===== src/rtl/rca_pipe_clk.sv =====
// rca_pipe_clk: pipelined ripple-carry adder/subtractor.
// A WIDTH-bit add (or subtract via inverted B plus carry-in of one) is split
// into STAGES ripple chunks of CHUNK bits each. Chunk k is summed in the cycle
// between pipeline register k and k+1. Already finished low sum bits ride
// along unchanged, so every bit of one operation leaves the pipe together.
// A valid bit travels with each slot; en=0 freezes the whole pipe.
module rca_pipe_clk #(
    parameter int WIDTH  = 32,
    parameter int STAGES = 4
) (
    input  logic             clk,
    input  logic             reset_n,
    input  logic             en,
    input  logic             in_valid,
    input  logic [WIDTH-1:0] a,
    input  logic [WIDTH-1:0] b,
    input  logic             ci,
    input  logic             sub,
    output logic             out_valid,
    output logic [WIDTH-1:0] s,
    output logic             co,
    output logic             ov
);

    localparam int CHUNK = WIDTH / STAGES;

    // Bit-serial ripple of one chunk: returns {carry_out, chunk_sum}.
    function automatic logic [CHUNK:0] rca_chunk(
        input logic [CHUNK-1:0] x,
        input logic [CHUNK-1:0] y,
        input logic             cin
    );
        logic [CHUNK-1:0] sum_v;
        logic             c_v;
        c_v = cin;
        for (int i = 0; i < CHUNK; i++) begin
            sum_v[i] = x[i] ^ y[i] ^ c_v;
            c_v      = (x[i] & y[i]) | (x[i] & c_v) | (y[i] & c_v);
        end
        return {c_v, sum_v};
    endfunction

    // Slot k holds the state after pipeline register k (0 = input register).
    logic             valid_r [0:STAGES];
    logic [WIDTH-1:0] sum_r   [0:STAGES];
    logic             carry_r [0:STAGES];
    logic [WIDTH-1:0] opa_r   [0:STAGES-1];
    logic [WIDTH-1:0] opb_r   [0:STAGES-1];
    logic             ov_r;

    logic [CHUNK:0]   add_s    [0:STAGES-1];
    logic [WIDTH-1:0] merged_s [0:STAGES-1];
    logic             ov_s;

    // Per-stage chunk ripple, merge into the partial sum, and overflow from the sign bits.
    always_comb begin
        for (int k = 0; k < STAGES; k++) begin
            add_s[k]    = rca_chunk(opa_r[k][k*CHUNK +: CHUNK],
                                    opb_r[k][k*CHUNK +: CHUNK],
                                    carry_r[k]);
            merged_s[k] = sum_r[k];
            merged_s[k][k*CHUNK +: CHUNK] = add_s[k][CHUNK-1:0];
        end
        // Overflow: operands of equal sign producing a result of the other sign.
        ov_s = (opa_r[STAGES-1][WIDTH-1] == opb_r[STAGES-1][WIDTH-1]) &&
               (merged_s[STAGES-1][WIDTH-1] != opa_r[STAGES-1][WIDTH-1]);
    end

    // Pipeline registers: async clear, advance only when en=1.
    always_ff @(posedge clk or negedge reset_n) begin
        if (!reset_n) begin
            for (int k = 0; k <= STAGES; k++) begin
                valid_r[k] <= 1'b0;
                sum_r[k]   <= '0;
                carry_r[k] <= 1'b0;
            end
            for (int k = 0; k < STAGES; k++) begin
                opa_r[k] <= '0;
                opb_r[k] <= '0;
            end
            ov_r <= 1'b0;
        end else if (en) begin
            // Input register: subtract is a + ~b + 1, ci ignored.
            valid_r[0] <= in_valid;
            sum_r[0]   <= '0;
            carry_r[0] <= sub ? 1'b1 : ci;
            opa_r[0]   <= a;
            opb_r[0]   <= sub ? ~b : b;
            for (int k = 1; k <= STAGES; k++) begin
                valid_r[k] <= valid_r[k-1];
                sum_r[k]   <= merged_s[k-1];
                carry_r[k] <= add_s[k-1][CHUNK];
            end
            for (int k = 1; k < STAGES; k++) begin
                opa_r[k] <= opa_r[k-1];
                opb_r[k] <= opb_r[k-1];
            end
            ov_r <= ov_s;
        end
    end

    assign out_valid = valid_r[STAGES];
    assign s         = sum_r[STAGES];
    assign co        = carry_r[STAGES];
    assign ov        = ov_r;

endmodule


===== config.mk =====
export PLATFORM = sky130hd
export DESIGN_NAME = rca_pipe_clk
export DESIGN_NICKNAME = d
export VERILOG_FILES = /design/src/rtl/rca_pipe_clk.sv
export SDC_FILE = /design/constraint.sdc
export NUM_CORES = 1
export LEC_CHECK = 0
export BUFFER_PORTS_ARGS = -buffer_cell sky130_fd_sc_hd__clkbuf_2
export CAP_MARGIN = 20
export CORE_ASPECT_RATIO = 0.75
export CORE_MARGIN = 2
export CORE_UTILIZATION = 40
export DETAILED_ROUTE_END_ITERATION = 6
export PLACE_DENSITY_LB_ADDON = 0.3
export SYNTH_ARGS = -nofsm -noshare
export SYNTH_HDL_FRONTEND = slang
export SYNTH_SLANG_ARGS = --single-unit

===== constraint.sdc =====
create_clock -name clk -period 3.5 [get_ports clk]
set_input_delay 0.525 -clock clk [delete_from_list [all_inputs] [get_ports clk]]
set_output_delay 0.525 -clock clk [all_outputs]
set_load 0.1 [all_outputs]

==> results.ini <==
[global_routing]
grt_pass1_vias=5609
grt.overflow.total=0
grt_antenna_before_repair=0
grt_first_pass_wirelength_um=29200
track_usage_pct=13.2
grt_max_degree=104

[pwr]
power_frac_seq_pct=41.8
powerDensity_nw_per_um2=817
power.share.switching_pct=37.4
p_leak_nw=5.29
power_frac_clock_pct=26.0
irDropWorstVdd_mv=0.512
netSwitchingPower_mw=3.71
p_int_mw=6.20
p_comb_share_pct=32.2

[final_layout]
num_antenna_cells=0
drive_above_1_share_pct=49.8
area_delta_synth_final_pct=16.5
nets=906

[setup_path]
cp_max_fo=2
cpMostUsedCell=fa_2
critPathBufInv=3
cp_slowest_cell=fa_1
reg2reg_from=carry_r[1]
r2r_slack_ps=-120
crit_type=register to register
crit_path_max_incr_delay_ps=430
cp_data_arrival_time_ps=3990
critPathTopFamily=adder cells
required_ps=3870
endpoint_kind=register
start_kind=register
crit_start=carry_r[1]
worstPathCellList=inv_2 -> fa_2 -> inv_2 -> fa_2 -> fa_2 -> fa_2 -> fa_2 -> fa_2 -> fa_2 -> inv_2 -> fa_1 -> xor2_1 -> o22ai_1

[placement]
gp_congestion=0.704
port_buffers=104
dpl.hpwl_um=11100

[sta]
tns_ps=-221
max_freq_mhz=276
setup_ws_ps=-118
finalCritPeriodShare_pct=103
hold_violations=0
tightest_slew_ps=1060
rsz0062_at_grt=yes
relSlewSlack_pct=29.7
skew_ps=8.65
setup_viol=2
fin_crit_ps=3620
drv_slew=0
hold-worst-slack_ps=8.34

[routing]
via_per_inst=4.62
via_count=5373
totalWireLength_um=17100
drc_errors=0
firstDrtPassIters=4
first_iter_violations=202
ant_nets=0
routedWlPerCell_um=14.7

[hold_path]
hold_class=input pin to async pin

[cts]
clk_pin_slew_worst_paths_ps=60
ctsHoldBuffers=0
clk_latency_ps=510
htreeDepth=1
clock_sinks=251
clockBufferDepth=3
clockRootBuffer=clkbuf_16
cts_tree=built
cts_buffers=26

[synth]
synth_cell_types=20
synth_area_um2=10400
synth_top_cell_by_area=dfrtp_1
syn_nets=795
synthTopCellsByArea=dfrtp_1, mux2_2, fa_1
ys_seq_area_share_pct=60.4
ys_seq_elements=251
syn_avg_cell_area_um2=15.0
netlist_instances=692
synth-warning-count=0
yosysTopAreaCellShare_pct=60.4

[flow_run]
maxCapViolCount=0

[die]
die_h_um=144
coreArea_um2=25800
num_rows=51
initial_core_util_pct=40.4
dieArea_um2=27300
die_x_um=190
pin_count=105

[outcome]
outcome=finished with violations
violations=negative setup slack

[sequential cells by signal, summed over array words and instances, names as in the netlist]
name       cells
carry_r        4
ov             1
merged_s      48
out_valid      1
co             1
opa_r         80
opb_r         80
s             32
valid_r        4
[layout make-up]
type	instances	area [um2]
clock buffer	37	763
sequential	251	6280
multi-input combinational	366	3770
timing repair buffer	120	698
fill	2312	13700
inverter	38	143
clock inverter	7	35.0
tap	344	430
[power by group through the flow]
stage | sequential (mW) | clock, mW | combinational (mW)
3_5_place_dp | 4.20 | 0 | 3.17
6_report | 4.15 | 2.58 | 3.19
2_1_floorplan | 5.55 | 0 | 1.11
5_1_grt | 4.26 | 2.82 | 3.43
3_3_place_gp | 4.18 | 0 | 3.13
4_1_cts | 4.16 | 2.68 | 3.21
[per-layer routing]
metal	part of all wire, %	GRT usage, %	vias up	wire (um)
met5	0	0	-	0
met4	1.7	2.90	0	290
met3	5.3	3.05	26	900
met2	43	19.2	94	7380
met1	50	20.0	2719	8530
li1	-	-	2534	-
[cell families (layout without fill, tap and decap cells)]
family	after synthesis	in the layout	share of synthesized area, %
AOI/OAI and AO/OA	50	50	3.14
xor gates and xnor gates	33	33	2.78
adders and majority gates	33	33	6.28
buffers and inverters	75	202	3.98
DFF	251	251	60.4
muxes	202	202	21.7
and+or+nand+nor	48	48	1.76
[layout by cell type (no fill, tap or decap), types with 2 or more instances in the layout]
cell type  count
a21oi_1       13
a21oi_2       20
buf_12         3
buf_4         13
buf_8          2
clkbuf_1       5
clkbuf_16     27
clkbuf_2     102
clkbuf_8       5
clkinv_2       7
dfrtp_1      251
fa_1           7
fa_2          25
inv_1         25
inv_2         13
mux2_2       191
mux2i_1       11
nand2_1       14
nor2_1        33
o21ai_0       16
xnor2_1       32
[metrics by stage]
step | power (mW) | worst slack, ps | util [%] | area, um2 | cells
final | 9.91 | -118 | 47.0 | 12100 | 1163
after global routing | 10.5 | -205 | 47.0 | 12100 | 1163
after CTS | 10.0 | -150 | 46.9 | 12100 | 1161
after detailed placement | 7.38 | -230 | 43.7 | 11300 | 1116
after global placement | 7.32 | -151 | 43.7 | 11300 | 1116
after floorplan | 6.66 | -50.7 | - | 10400 | 692
[worst reg2reg max path: stages, from the launching register on]
cell and delay (ps):
dfrtp_1 380, inv_2 70, fa_2 200, inv_2 40
fa_2 330, fa_2 340, fa_2 350, fa_2 350
fa_2 350, fa_2 340, inv_2 60, fa_1 430
xor2_1 150, o22ai_1 80
[Yosys cell counts, drive strengths merged]
cell type	instances
a21oi	33
buf	34
clkbuf	3
dfrtp	251
fa	32
ha	1
inv	38
mux2	191
mux2i	11
nand2	14
nand2b	1
nor2	33
o21ai	16
o22ai	1
xnor2	32
xor2	1
[path summary, 6_finish.rpt]
kind | end | cells after the start
hold reg to reg | opa_r[79] | 2
setup / recovery | ov | 13
setup reg to reg | ov | 13
hold / removal | merged_s[4] | 1
max in group asynchronous | opa_r[116] | 2
min in group clk | opa_r[103] | 3
[timing repair]
action | CTS | global route
setup buffers | 1 | 2
pin swaps | 4 | 5
gates resized for setup | 19 | 12
endpoints found under the setup margin | 6 | 5
hold endpoints to repair | 0 | 0
(Power assumes the default switching activity.)
